[config.mk]
export PLATFORM = sky130hd
export DESIGN_NAME = acquisition_readout
export DESIGN_NICKNAME = d
export VERILOG_FILES = /design/src/rtl/acquisition_readout.sv
export SDC_FILE = /design/constraint.sdc
export NUM_CORES = 1
export LEC_CHECK = 0
export BUFFER_PORTS_ARGS = -buffer_cell sky130_fd_sc_hd__buf_2
export CAP_MARGIN = 20
export CORE_MARGIN = 10
export CORE_UTILIZATION = 45
export DETAILED_ROUTE_END_ITERATION = 10
export SLEW_MARGIN = 20
export SYNTH_ARGS = -nofsm -noshare
export SYNTH_HDL_FRONTEND = slang
export SYNTH_SLANG_ARGS = --single-unit
[constraint.sdc]
create_clock -name sysClk -period 4.85 [get_ports sysClk]
set_input_delay 0.7275 -clock sysClk [delete_from_list [all_inputs] [get_ports sysClk]]
set_output_delay 0.7275 -clock sysClk [all_outputs]
set_load 0.02 [all_outputs]
[src/rtl/acquisition_readout.sv]
// Readout engine for the acquisition DPRAM: unwraps the circular buffer from
// (trigger - pretrigger) and serializes packed RAM words into a ready/valid stream.
//
// state  | meaning
// IDLE   | waiting for a start; also the landing state after done/abort
// PRIME  | first RAM read issued
// STREAM | lanes serialized from the current word, next word prefetched
module acquisition_readout #(
    parameter int ADC_RAM_ADDRESS_WIDTH     = 14,
    parameter int AXI_SAMPLES_PER_CLOCK     = 8,
    parameter int ADC_WIDTH                 = 14,
    parameter int AXI_SAMPLE_WIDTH          = 16,
    parameter int TRIGGER_DETECTION_LATENCY = 4,
    parameter int COUNT_WIDTH               = 20
) (
    input  logic                                           sysClk,
    input  logic                                           sysReset,
    input  logic                                           sysStart,
    input  logic                                           sysAbort,
    input  logic [ADC_RAM_ADDRESS_WIDTH-1:0]               sysTriggerDpramAddr,
    input  logic [$clog2(AXI_SAMPLES_PER_CLOCK)-1:0]       sysTriggerLocation,
    input  logic [COUNT_WIDTH-1:0]                         sysPretriggerSamples,
    input  logic [COUNT_WIDTH-1:0]                         sysSampleCount,
    output logic                                           sysDpramRdEnable,
    output logic [ADC_RAM_ADDRESS_WIDTH-1:0]               sysDpramRdAddr,
    input  logic [AXI_SAMPLES_PER_CLOCK*ADC_WIDTH-1:0]     sysDpramQ,
    output logic [AXI_SAMPLE_WIDTH-1:0]                    sysTdata,
    output logic                                           sysTvalid,
    input  logic                                           sysTready,
    output logic                                           sysTlast,
    output logic                                           sysBusy,
    output logic                                           sysDone,
    output logic                                           sysError
);

    localparam int AW    = ADC_RAM_ADDRESS_WIDTH;
    localparam int SPC   = AXI_SAMPLES_PER_CLOCK;
    localparam int LW    = $clog2(SPC);
    localparam int SW    = AW + LW;
    localparam int WW    = SPC * ADC_WIDTH;
    localparam int RW    = COUNT_WIDTH + 1;
    localparam int SPW   = COUNT_WIDTH + 2;
    localparam int CMPW  = COUNT_WIDTH + SW + 1;
    localparam logic [CMPW-1:0] CAPACITY = CMPW'(1) << SW;

    localparam logic [1:0] ST_IDLE   = 2'd0;
    localparam logic [1:0] ST_PRIME  = 2'd1;
    localparam logic [1:0] ST_STREAM = 2'd2;

    logic [1:0]        state_q, state_d;
    logic [WW-1:0]     cur_q, cur_d;
    logic              cur_v_q, cur_v_d;
    logic [LW-1:0]     cur_lane_q, cur_lane_d;
    logic [WW-1:0]     pf_q, pf_d;
    logic              pf_v_q, pf_v_d;
    logic              rd_pend_q, rd_pend_d;
    logic [AW-1:0]     rd_addr_q, rd_addr_d;
    logic [RW-1:0]     rd_left_q, rd_left_d;
    logic [RW-1:0]     remaining_q, remaining_d;
    logic              done_q, done_d;
    logic              error_q, error_d;

    logic [AW-1:0]     trig_word;
    logic [SW-1:0]     s0;
    logic [SPW-1:0]    span;
    logic [RW-1:0]     words_total;
    logic              too_big;
    logic              start_ok;
    logic              tvalid;
    logic              beat;
    logic              last_beat;
    logic              pop;
    logic              issue;
    logic [2:0]        occ;
    logic [ADC_WIDTH-1:0] lane_sample;

    // Start sample index, unsigned modulo the buffer capacity
    assign trig_word   = sysTriggerDpramAddr - AW'(TRIGGER_DETECTION_LATENCY);
    assign s0          = {trig_word, sysTriggerLocation} - SW'(sysPretriggerSamples);
    assign span        = SPW'(s0[LW-1:0]) + SPW'(sysSampleCount) + SPW'(SPC - 1);
    assign words_total = RW'(span >> LW);
    assign too_big     = CMPW'(sysSampleCount) > CAPACITY;

    assign start_ok  = sysStart && !sysAbort && (state_q == ST_IDLE);
    assign tvalid    = (state_q == ST_STREAM) && cur_v_q;
    assign beat      = tvalid && sysTready;
    assign last_beat = beat && (remaining_q == RW'(1));
    assign pop       = beat && ((cur_lane_q == LW'(SPC - 1)) || (remaining_q == RW'(1)));

    // Words held or arriving after this cycle's pop; a read may go out if a slot stays free
    assign occ = 3'(cur_v_q) + 3'(pf_v_q) + 3'(rd_pend_q) - 3'(pop);

    always_comb begin
        issue = 1'b0;
        if (!sysAbort) begin
            if (state_q == ST_PRIME) begin
                issue = 1'b1;
            end else if (state_q == ST_STREAM) begin
                issue = (rd_left_q != '0) && !last_beat && (occ <= 3'd1);
            end
        end
    end

    always_comb begin
        state_d     = state_q;
        cur_d       = cur_q;
        cur_v_d     = cur_v_q;
        cur_lane_d  = cur_lane_q;
        pf_d        = pf_q;
        pf_v_d      = pf_v_q;
        rd_pend_d   = issue;
        rd_addr_d   = rd_addr_q;
        rd_left_d   = rd_left_q;
        remaining_d = remaining_q;
        done_d      = 1'b0;
        error_d     = error_q;

        if (issue) begin
            rd_addr_d = rd_addr_q + AW'(1);
            rd_left_d = rd_left_q - RW'(1);
        end

        case (state_q)
            ST_IDLE: begin
                if (start_ok) begin
                    error_d = too_big;
                    if (!too_big) begin
                        if (sysSampleCount == '0) begin
                            done_d = 1'b1;
                        end else begin
                            state_d     = ST_PRIME;
                            rd_addr_d   = s0[SW-1:LW];
                            rd_left_d   = words_total;
                            remaining_d = RW'(sysSampleCount);
                            cur_lane_d  = s0[LW-1:0];
                        end
                    end
                end
            end
            ST_PRIME: begin
                state_d = ST_STREAM;
            end
            ST_STREAM: begin
                if (beat) begin
                    remaining_d = remaining_q - RW'(1);
                    cur_lane_d  = pop ? '0 : cur_lane_q + LW'(1);
                end
                if (pop) begin
                    cur_v_d = pf_v_q;
                    if (pf_v_q) begin
                        cur_d  = pf_q;
                        pf_v_d = 1'b0;
                    end
                end
                // Returning read data fills the first free slot of the two-word buffer
                if (rd_pend_q) begin
                    if (!cur_v_d) begin
                        cur_d   = sysDpramQ;
                        cur_v_d = 1'b1;
                    end else begin
                        pf_d   = sysDpramQ;
                        pf_v_d = 1'b1;
                    end
                end
                if (last_beat) begin
                    state_d = ST_IDLE;
                    done_d  = 1'b1;
                    cur_v_d = 1'b0;
                    pf_v_d  = 1'b0;
                end
            end
            default: begin
                state_d = ST_IDLE;
            end
        endcase

        if (sysAbort) begin
            state_d   = ST_IDLE;
            cur_v_d   = 1'b0;
            pf_v_d    = 1'b0;
            rd_pend_d = 1'b0;
            done_d    = 1'b0;
        end
    end

    always_ff @(posedge sysClk) begin
        if (sysReset) begin
            state_q     <= ST_IDLE;
            cur_q       <= '0;
            cur_v_q     <= 1'b0;
            cur_lane_q  <= '0;
            pf_q        <= '0;
            pf_v_q      <= 1'b0;
            rd_pend_q   <= 1'b0;
            rd_addr_q   <= '0;
            rd_left_q   <= '0;
            remaining_q <= '0;
            done_q      <= 1'b0;
            error_q     <= 1'b0;
        end else begin
            state_q     <= state_d;
            cur_q       <= cur_d;
            cur_v_q     <= cur_v_d;
            cur_lane_q  <= cur_lane_d;
            pf_q        <= pf_d;
            pf_v_q      <= pf_v_d;
            rd_pend_q   <= rd_pend_d;
            rd_addr_q   <= rd_addr_d;
            rd_left_q   <= rd_left_d;
            remaining_q <= remaining_d;
            done_q      <= done_d;
            error_q     <= error_d;
        end
    end

    assign lane_sample      = cur_q[cur_lane_q*ADC_WIDTH +: ADC_WIDTH];
    assign sysTdata         = AXI_SAMPLE_WIDTH'(lane_sample) << (AXI_SAMPLE_WIDTH - ADC_WIDTH);
    assign sysTvalid        = tvalid;
    assign sysTlast         = tvalid && (remaining_q == RW'(1));
    assign sysDpramRdEnable = issue;
    assign sysDpramRdAddr   = rd_addr_q;
    assign sysBusy          = (state_q != ST_IDLE);
    assign sysDone          = done_q;
    assign sysError         = error_q;

endmodule
### Word level (Yosys, flattened, before mapping)

Cells that the tools add are included.

| operators by class | value |
|---|---|
| add/sub/neg operators | 11 |
| multiply operators | 1 |
| $lt $le $gt $ge | 2 |
| equal/unequal tests | 9 |
| shifts and indexed selects | 1 |
| mux-type cells | 46 |
| reduce and logical (&&, ||, !) cells | 22 |

Operators by type and width:

| kind | number |
|---|---|
| two-way mux 112 bit | 4 |
| two-way mux 21 bit | 9 |
| indexed part select 112 x 8 -> 14 bit | 1 |
| two-way mux 14 bit | 5 |
| one-hot mux 21 bit (2 select lines) | 1 |
| subtractor 21 x 1 -> 21 bit (second input constant) | 2 |
| adder 21 x 3 -> 22 bit (second input constant) | 1 |
| adder 3 x 20 -> 21 bit | 1 |
| equality test 21 x 1 -> 1 bit (second input constant) | 1 |
| nonzero test 21 bit | 1 |
| greater-than comparator 20 x 18 -> 1 bit (second input constant) | 1 |
| zero test 20 bit | 1 |
| subtractor 17 bit | 1 |
| two-way mux 1 bit | 15 |
| two-way mux 3 bit | 5 |
| adder 14 x 1 -> 14 bit (second input constant) | 1 |
| subtractor 14 x 3 -> 14 bit (second input constant) | 1 |
| != test 2 bit (second input constant) | 5 |
| logical AND 1 bit | 9 |
| two-way mux 2 bit | 4 |
| multiplier 3 x 3 -> 6 bit (second input constant) | 1 |
| one-hot mux 2 bit (3 select lines) | 1 |
| one-hot mux 3 bit (2 select lines) | 1 |
| AND reduction 5 bit | 1 |
| 17 further kinds | 19 |

| word-level totals | value |
|---|---|
| register bits after elaboration | 290 |
| input port bits | 174 |
| output and inout port bits | 36 |
| logic and storage cells | 104 |

### Depth between registers and ports, before layout

Gate-level depths: netlist of run 1.

| logic depth | value |
|---|---|
| depth in word-level cells | 15 |
| gate-level depth with buffers | 16 |
| depth with buffers taken out | 16 |

### Worst setup path after synthesis of run 1

OpenSTA, ideal clock, no wires.

| path | value |
|---|---|
| kind | input port to flip-flop |
| start point | input sysTriggerLocation[0] |
| end point | register rd_left_q[14] |
| setup time | 136 ps |
| arrival | 3,651 ps |
| data required time | 4,714 ps |
| setup slack | 1,063 ps |
| cell stages on the path | 15 |
| path buffers | 0 |
| cell sequence | inv_1 ha_1 inv_1 fa_1 xnor2_1 ha_1 inv_1 ha_1 nand3_1 and4bb_2 o2111ai_1 nor4_1 a21boi_0 nor3b_1 a211oi_2 |

| between the ends | value |
|---|---|
| word-level cells in the longest chain between the ends | 7 |

RTL lines:

| item | RTL line | text |
|---|---|---|
| start: declaration | 21 | `input logic [$clog2(AXI_SAMPLES_PER_CLOCK)-1:0] sysTriggerLocation,` |
| subtractor 17 bit | 79 | `assign s0 = {trig_word, sysTriggerLocation} - SW'(sysPretriggerSamples);` |
| adder 3 x 20 -> 21 bit | 80 | `assign span = SPW'(s0[LW-1:0]) + SPW'(sysSampleCount) + SPW'(SPC - 1);` |
| adder 21 x 3 -> 22 bit | 80 |  |
| two-way mux 21 bit | 128 | `if (sysSampleCount == '0) begin` |
| two-way mux 21 bit | 127 | `if (!too_big) begin` |
| two-way mux 21 bit | 125 | `if (start_ok) begin` |
| two-way mux 21 bit | 123 | `case (state_q)` |
| end signal: assignment | 209 | `rd_left_q <= rd_left_d;` |
| end: declaration | 58 | `logic [RW-1:0] rd_left_q, rd_left_d;` |

No other way between the ends.
A chain may end at the register's enable or synchronous reset.

### Worst setup path after layout of run 1

| path | value |
|---|---|
| start point | register remaining_q[1] |
| end point | output sysDpramRdEnable |

| between the ends | value |
|---|---|
| word-level cells in the longest chain between the ends | 9 |
| elaborated cells between the ends (all ways) | 12 |
| those cells by class | add/sub: 1; order compare: 1; eq/ne: 1; mux: 3; reduce/logical: 6 |

RTL lines:

| item | RTL line | text |
|---|---|---|
| start: declaration | 59 | `logic [RW-1:0] remaining_q, remaining_d;` |
| start signal: assignment | 210 | `remaining_q <= remaining_d;` |
| equality test 21 x 1 -> 1 bit (*) | 87, 88 |  |
| logical OR 1 bit | 88 | `assign pop = beat && ((cur_lane_q == LW'(SPC - 1)) \|\| (remaining_q == RW'(1)));` |
| logical AND 1 bit | 88 |  |
| subtractor 3 x 1 -> 3 bit | 91 | `assign occ = 3'(cur_v_q) + 3'(pf_v_q) + 3'(rd_pend_q) - 3'(pop);` |
| <= comparator 3 x 1 -> 1 bit | 99 | `issue = (rd_left_q != '0) && !last_beat && (occ <= 3'd1);` |
| logical AND 1 bit (*) | 99 |  |
| two-way mux 1 bit (*) | 98 | `end else if (state_q == ST_STREAM) begin` |
| two-way mux 1 bit (*) | 96 | `if (state_q == ST_PRIME) begin` |
| two-way mux 1 bit (*) | 95 | `if (!sysAbort) begin` |
| end: declaration | 24 | `output logic sysDpramRdEnable,` |

Mark *: on every way between the ends. The rest lies on a longest branch, timed or not.

==> metrics.cfg, run 1 <==
[global_route]
grtUsageTotal_pct = 23.2
grt_max_degree = 113
grt_pass1_vias = 14100
grt.overflow.total = 0
grt_antenna_before_repair = 3
grt_pass1_wl_mm = 79.9

[detailed_routing]
ant_nets = 0
drt_wl_total_mm = 51.7
dr.pass1.iters = 5
viasPerCell = 5.72
wl_per_cell_um = 19.4
drtIter0Drc = 1045
drc = 0
vias = 15300

[floorplan]
coreArea_mm2 = 0.0345
die_height_um = 207
initial_core_util_pct = 45.5
fp.dieW_um = 207
fp-row-count = 68
pin_count = 210
die_area_mm2 = 0.0427

[cts]
hold_buffers = 0
clk_latency_ps = 520
cts_sinks = 290
cts_tree = yes
cts_root_buf = clkbuf_16
htree_levels = 2
path_clk_slew_ps = 60
ctsResizeCount = 0
clockBufferDepth = 3
cts_setup_buffers = 0
cts-buffers-inserted = 35

[job]
maxCapViolCount = 0

[power_and_ir_drop]
p_int_mw = 4.11
combPwrFrac_pct = 8.5
vdd_drop_max_uv = 212
power_density_mw_per_mm2 = 303
leakage_nw = 6.48
switching_share_pct = 24.6
clkPwrFrac_pct = 47.5
power_frac_seq_pct = 44.1
switchingPower_mw = 1.34
p_total_mw = 5.45

[setup_path]
regToRegSetupSlack_ps = 700
critPathMaxFanout = 9
crit_type = register to output pin
cpPeakStageDelay_ps = 560
critPathCaptureType = output pin
cp.arrival_ps = 3910
path_common_cell = ha_1
crit_buf_inv = 4
timing.rr.start = remaining_q[1]
cp_slowest_cell = or4b_1
r2r-end = rd_left_q[19]
worstSetupStartpointType = register
crit_family = simple AND/OR/NAND/NOR gates
crit_path_cell_trace = inv_1 > ha_1 > or4b_1 > or2_1 > o2bb2ai_4 > ha_1 > inv_1 > ha_1 > a21oi_1 > xor2_1 > o211a_1 > a21oi_1 > inv_2 > buf_2
r2r_cells = 16
required_ps = 4120

[timing]
rsz0062_at_grt = no
fmax_ghz = 0.216
hold_viol_final = 0
holdWs_ps = 453
maxSlewHeadroom_pct = 36.2
setup_tns_ps = 0
fin_crit_ps = 4630
report.final.slew_viol_count = 0
tightest_slew_ps = 957
finalCritPeriodShare_pct = 95.5
skew_ps = 13.8
setup_viol = 0

[synth]
ys.flop_type = dfxtp_1
netlist_area_mm2 = 0.0157
syn_avg_cell_area_um2 = 7.53
yosys_warnings = 0
synth_edf_count = 0
ys_seq_area_share_pct = 37.1
async_flop_share_pct = 0
postSynthCellCount = 2080
synth-seq-cells = 290
synth_cell_types = 69

[place]
place_hpwl_mm = 34.2
place_congestion = 0.850
port_buffers = 204

[worst_hold_path]
min_delay_path_depth = 2
min_to = pf_q[77]
hold_path.class = register to register
hold_path.startpoint = pf_q[77]

[final_layout]
layout-drive-gt1-share_pct = 15.5
nNetsFinal = 2396
syn_to_final_growth_pct = 14.8

[outcome]
run_status = finished, final reports clean

[layout make-up]
type,count,area [µm²]
clock inverters,8,82.6
multi-input cells,1585,9010
clock buffers,53,1040
well taps,455,569
fillers,3389,16500
diodes,1,2.50
repair buffers,230,1280
flip-flops and latches,290,5810
inverters,48,183
[synthesized netlist by cell type (7+ instances only)]
master / count / share of area, %
nand2_1: 511 / 12
dfxtp_1: 290 / 37
nor2_1: 188 / 4.5
a21oi_1: 152 / 4.9
nand3_1: 126 / 4.0
and3_1: 116 / 4.6
o31ai_1: 113 / 5.4
clkbuf_1: 99 / 2.4
inv_1: 47 / 1.1
xnor2_1: 40 / 2.2
buf_2: 34 / 1.1
o21ai_0: 34 / 1.1
nor3_1: 32 / 1.0
ha_1: 31 / 2.5
mux4_2: 28 / 4.0
xor2_1: 28 / 1.6
nor4_1: 24 / 0.96
a211oi_1: 22 / 1.1
buf_4: 19 / 0.91
mux2_2: 14 / 1.0
o22ai_1: 13 / 0.52
nand2b_1: 11 / 0.44
nor2b_1: 8 / 0.32
or3_1: 8 / 0.32
a31oi_1: 7 / 0.28
[tightest hold or removal path: stages, from the launching register on]
cell     delay, ps
dfxtp_1        310
nand2_1         50
a21oi_1         50
[cell usage in the layout, fill, tap and decap left out, types with 4 or more instances in the layout]
cell type,netlist,layout
buf_12,0,5
nor4_1,24,24
o211ai_1,4,4
o21ai_0,34,34
and3_1,116,116
clkbuf_1,99,9
clkinv_2,0,4
o22ai_1,13,13
a211oi_1,22,22
nor2_1,188,188
a22oi_1,4,4
nor3_1,32,32
clkbuf_8,0,8
nand3_1,126,126
or3_1,8,8
mux2_2,14,14
inv_1,47,46
o21a_1,6,6
nand2_1,511,509
xor2_1,28,28
ha_1,31,31
buf_2,34,203
mux4_2,28,28
nand2b_1,11,10
nand4_1,4,4
dfxtp_1,290,289
nor2b_1,8,7
a21oi_1,152,152
o31ai_1,113,113
a31oi_1,7,7
clkbuf_16,0,36
buf_4,19,22
or4_1,5,5
xnor2_1,40,40
[routing by layer]
metal	up-vias	wire, µm	track usage [%]
met1	7318	23400	32.1
met4	0	995	5.81
met3	58	3340	3.84
met2	471	23900	37.1
met5	-	0	0
li1	7425	-	-
[kinds of logic (layout without fill, tap and decap cells)]
| family | count (synthesis) | after routing | share of synthesized area [%] |
|---|---|---|---|
| adder cells (fa/ha/maj) | 32 | 32 | 2.60 |
| XOR/XNOR | 68 | 68 | 3.80 |
| buffers and inverters | 206 | 339 | 5.66 |
| multiplexers | 43 | 43 | 5.09 |
| other | 1 | 3 | 0.0239 |
| AO/OA/AOI/OAI | 383 | 383 | 15.6 |
| AND/OR/NAND/NOR | 1057 | 1057 | 30.2 |
| flip-flops | 290 | 290 | 37.1 |
[metrics by stage]
step                      setup WS (ps)  cell area [µm²]  cells  util (%)
after global placement              527            16900   2608      48.9
after floorplan                    1060            15700   2081         -
after detailed placement            431            16900   2608      48.9
after global routing               21.3            18000   2670      52.2
final                               217            18000   2670      52.2
after CTS                           268            18000   2669      52.2
[state kept, by name, indices dropped and copies added (netlist names)]
| register | count |
|---|---|
| cur_q | 112 |
| pf_q | 112 |
| rd_left_q | 21 |
| remaining_q | 21 |
| sysDpramRdAddr | 14 |
| cur_lane_q | 3 |
| state_q | 2 |
| cur_v_q | 1 |
| pf_v_q | 1 |
| rd_pend_q | 1 |
| sysDone | 1 |
| sysError | 1 |
[power groups by stage]
stage                     Combinational [mW]  Clock, mW  Sequential, mW
after global placement                 0.453          0            2.45
after floorplan                        0.258          0            2.46
after global routing                   0.510       2.75            2.40
after detailed placement               0.456          0            2.46
final                                  0.461       2.59            2.40
after CTS                              0.459       2.63            2.40
[how the worst max path moves through the flow]
stage / from / to / slack (ps) / cells after the start
2_1_floorplan: sysTriggerLocation[0] / rd_left_q[14] / 1060 / 15
3_3_place_gp: sysTriggerLocation[0] / rd_left_q[14] / 530 / 16
3_5_place_dp: sysTriggerLocation[0] / rd_left_q[14] / 430 / 16
4_1_cts: remaining_q[1] / sysDpramRdEnable / 270 / 14
5_1_grt: remaining_q[1] / sysDpramRdEnable / 20 / 14
6_report: remaining_q[1] / sysDpramRdEnable / 220 / 14
(Power assumes the default switching activity.)
==> run 2, diff against run 1 <==
Settings changed: BUFFER_PORTS_ARGS -buffer_cell sky130_fd_sc_hd__buf_2 to -buffer_cell sky130_fd_sc_hd__clkbuf_2.
==> metrics.cfg, run 2 (same netlist as run 1, synthesis figures left out) <==
[setup_path]
critPathMaxFanout = 9  ; unchanged
r2r-end = rd_left_q[19]  ; unchanged
r2r_cells = 16  ; unchanged
regToRegSetupSlack_ps = 800  ; was 700 ps
path_common_cell = ha_1  ; unchanged
cp_slowest_cell = or4b_1  ; unchanged
cpPeakStageDelay_ps = 540  ; was 560 ps
worstSetupStartpointType = register  ; unchanged
crit_path_cell_trace = inv_1 > ha_1 > or4b_1 > or2_1 > o2bb2ai_4 > ha_1 > inv_1 > ha_1 > a21oi_1 > xor2_1 > o211a_1 > a21oi_1 > inv_2 > clkbuf_2  ; was inv_1 > ha_1 > or4b_1 > or2_1 > o2bb2ai_4 > ha_1 > inv_1 > ha_1 > a21oi_1 > xor2_1 > o211a_1 > a21oi_1 > inv_2 > buf_2
crit_type = register to output pin  ; unchanged
critPathCaptureType = output pin  ; unchanged
required_ps = 4120  ; about the same
timing.rr.start = remaining_q[1]  ; unchanged
cp.arrival_ps = 3820  ; was 3910 ps

[cts]
hold_buffers = 0  ; unchanged
cts-buffers-inserted = 35  ; unchanged
cts_root_buf = clkbuf_16  ; unchanged
cts_sinks = 290  ; unchanged
path_clk_slew_ps = 60  ; about the same
clk_latency_ps = 520  ; about the same
cts_tree = yes  ; unchanged
ctsResizeCount = 0  ; unchanged
cts_setup_buffers = 0  ; unchanged
htree_levels = 2  ; unchanged
clockBufferDepth = 3  ; unchanged

[worst_hold_path]
min_delay_path_depth = 3  ; was 2
min_to = pf_q[43]  ; was pf_q[77]
hold_path.class = input port to register  ; was register to register
hold_path.startpoint = sysDpramQ[43]  ; was pf_q[77]

[detailed_routing]
drt_wl_total_mm = 51.4  ; was 51.7 mm
drtIter0Drc = 1252  ; was 1045
drc = 0  ; unchanged
ant_nets = 0  ; unchanged
dr.pass1.iters = 5  ; unchanged
wl_per_cell_um = 19.3  ; was 19.4 µm
vias = 15100  ; was 15300
viasPerCell = 5.66  ; was 5.72

[global_route]
grt_max_degree = 225  ; was 113
grt.overflow.total = 0  ; unchanged
grtUsageTotal_pct = 23.5  ; was 23.2%
grt_pass1_wl_mm = 80.8  ; was 79.9 mm
grt_antenna_before_repair = 3  ; unchanged
grt_use_met1_pct = 32.6  ; was 32.1%
grt_pass1_vias = 14300  ; was 14100
busiest_layer = met2  ; unchanged
gr-usage-met2_pct = 37.1  ; unchanged
grt_use_met3_pct = 3.93  ; was 3.84%

[floorplan]
fp.dieW_um = 207  ; unchanged
pin_count = 210  ; unchanged
die_area_mm2 = 0.0427  ; unchanged
initial_core_util_pct = 45.5  ; unchanged
die_height_um = 207  ; unchanged
fp-row-count = 68  ; unchanged
coreArea_mm2 = 0.0345  ; unchanged

[place]
place_hpwl_mm = 33.7  ; was 34.2 mm
port_buffers = 204  ; unchanged
place_congestion = 0.859  ; was 0.850

[timing]
setup_viol = 0  ; unchanged
finalCritPeriodShare_pct = 93.8  ; was 95.5%
skew_ps = 23.7  ; was 13.8 ps
fmax_ghz = 0.220  ; was 0.216 GHz
setup_tns_ps = 0  ; unchanged
rsz0062_at_grt = no  ; unchanged
holdWs_ps = 436  ; was 453 ps
tightest_slew_ps = 947  ; was 957 ps
maxSlewHeadroom_pct = 36.8  ; was 36.2%
fin_crit_ps = 4550  ; was 4630 ps
hold_viol_final = 0  ; unchanged
report.final.slew_viol_count = 0  ; unchanged

[final_layout]
reg_top3 = cur_q (112), pf_q (112)  ; unchanged
nNetsFinal = 2394  ; was 2396
final_common_cell = nand2_1  ; unchanged
syn_to_final_growth_pct = 14.6  ; was 14.8%
final_util_pct = 52.1  ; was 52.2%
layout-drive-gt1-share_pct = 15.6  ; was 15.5%
final_cell_mix = nand2_1, dfxtp_1, clkbuf_2  ; was nand2_1, dfxtp_1, buf_2

[power_and_ir_drop]
power_frac_seq_pct = 44.1  ; about the same
power_density_mw_per_mm2 = 304  ; was 303 mW/mm²
p_total_mw = 5.45  ; about the same
p_int_mw = 4.10  ; was 4.11 mW
leakage_nw = 6.49  ; was 6.48 nW
vdd_drop_max_uv = 231  ; was 212 µV
switchingPower_mw = 1.35  ; was 1.34 mW
combPwrFrac_pct = 8.4  ; was 8.5%
switching_share_pct = 24.8  ; was 24.6%
clkPwrFrac_pct = 47.5  ; about the same

[job]
maxCapViolCount = 0  ; unchanged

[outcome]
run_status = finished, final reports clean  ; unchanged

run 2: metal layers:
layer / vias to the layer above / routed length [µm]
met5: - / 7
met4: 2 / 1030
met2: 401 / 23800
met3: 65 / 3260
met1: 7237 / 23300
li1: 7409 / -
run 2: how the worst max path moves through the flow:
| stage | from | end | slack, ps | cells after the start |
|---|---|---|---|---|
| floorplan | sysTriggerLocation[0] | rd_left_q[14] | 1060 | 15 |
| global placement | sysTriggerLocation[0] | rd_left_q[14] | 520 | 16 |
| detailed placement | sysTriggerLocation[0] | rd_left_q[14] | 450 | 16 |
| CTS | remaining_q[1] | sysDpramRdEnable | 290 | 14 |
| global route | remaining_q[1] | sysDpramRdEnable | 20 | 14 |
| finish | remaining_q[1] | sysDpramRdEnable | 300 | 14 |
run 2: critical path, delay by kind of cell, from the launching register on:
family,cells,cell delay [ps]
fa+ha+maj,3,630
simple gates,2,880
xor+xnor,1,200
buf+inv,4,530
compound gates,4,740
flops,1,330
run 2: area by class of cell:
class	count	area, µm²
flip-flops and latches	290	5810
clock buffers	53	1070
repair buffers	228	1240
well taps	455	569
inverters	48	183
diodes	1	2.50
multi-input cells	1585	9010
fillers	3361	16500
clock inverters	9	60.1
run 2: stage by stage:
step | setup WS, ps | cell area, µm² | cells
6_report | 300 | 18000 | 2669
5_1_grt | 19.4 | 18000 | 2669
4_1_cts | 286 | 17900 | 2668
3_5_place_dp | 449 | 16800 | 2606
3_3_place_gp | 524 | 16800 | 2606
2_1_floorplan | 1060 | 15700 | 2081
run 2: power groups by stage:
stage	clock (mW)	combinational, mW	sequential (mW)
5_1_grt	2.73	0.511	2.40
3_3_place_gp	0	0.452	2.46
2_1_floorplan	0	0.258	2.46
6_report	2.59	0.460	2.40
4_1_cts	2.63	0.459	2.40
3_5_place_dp	0	0.455	2.46
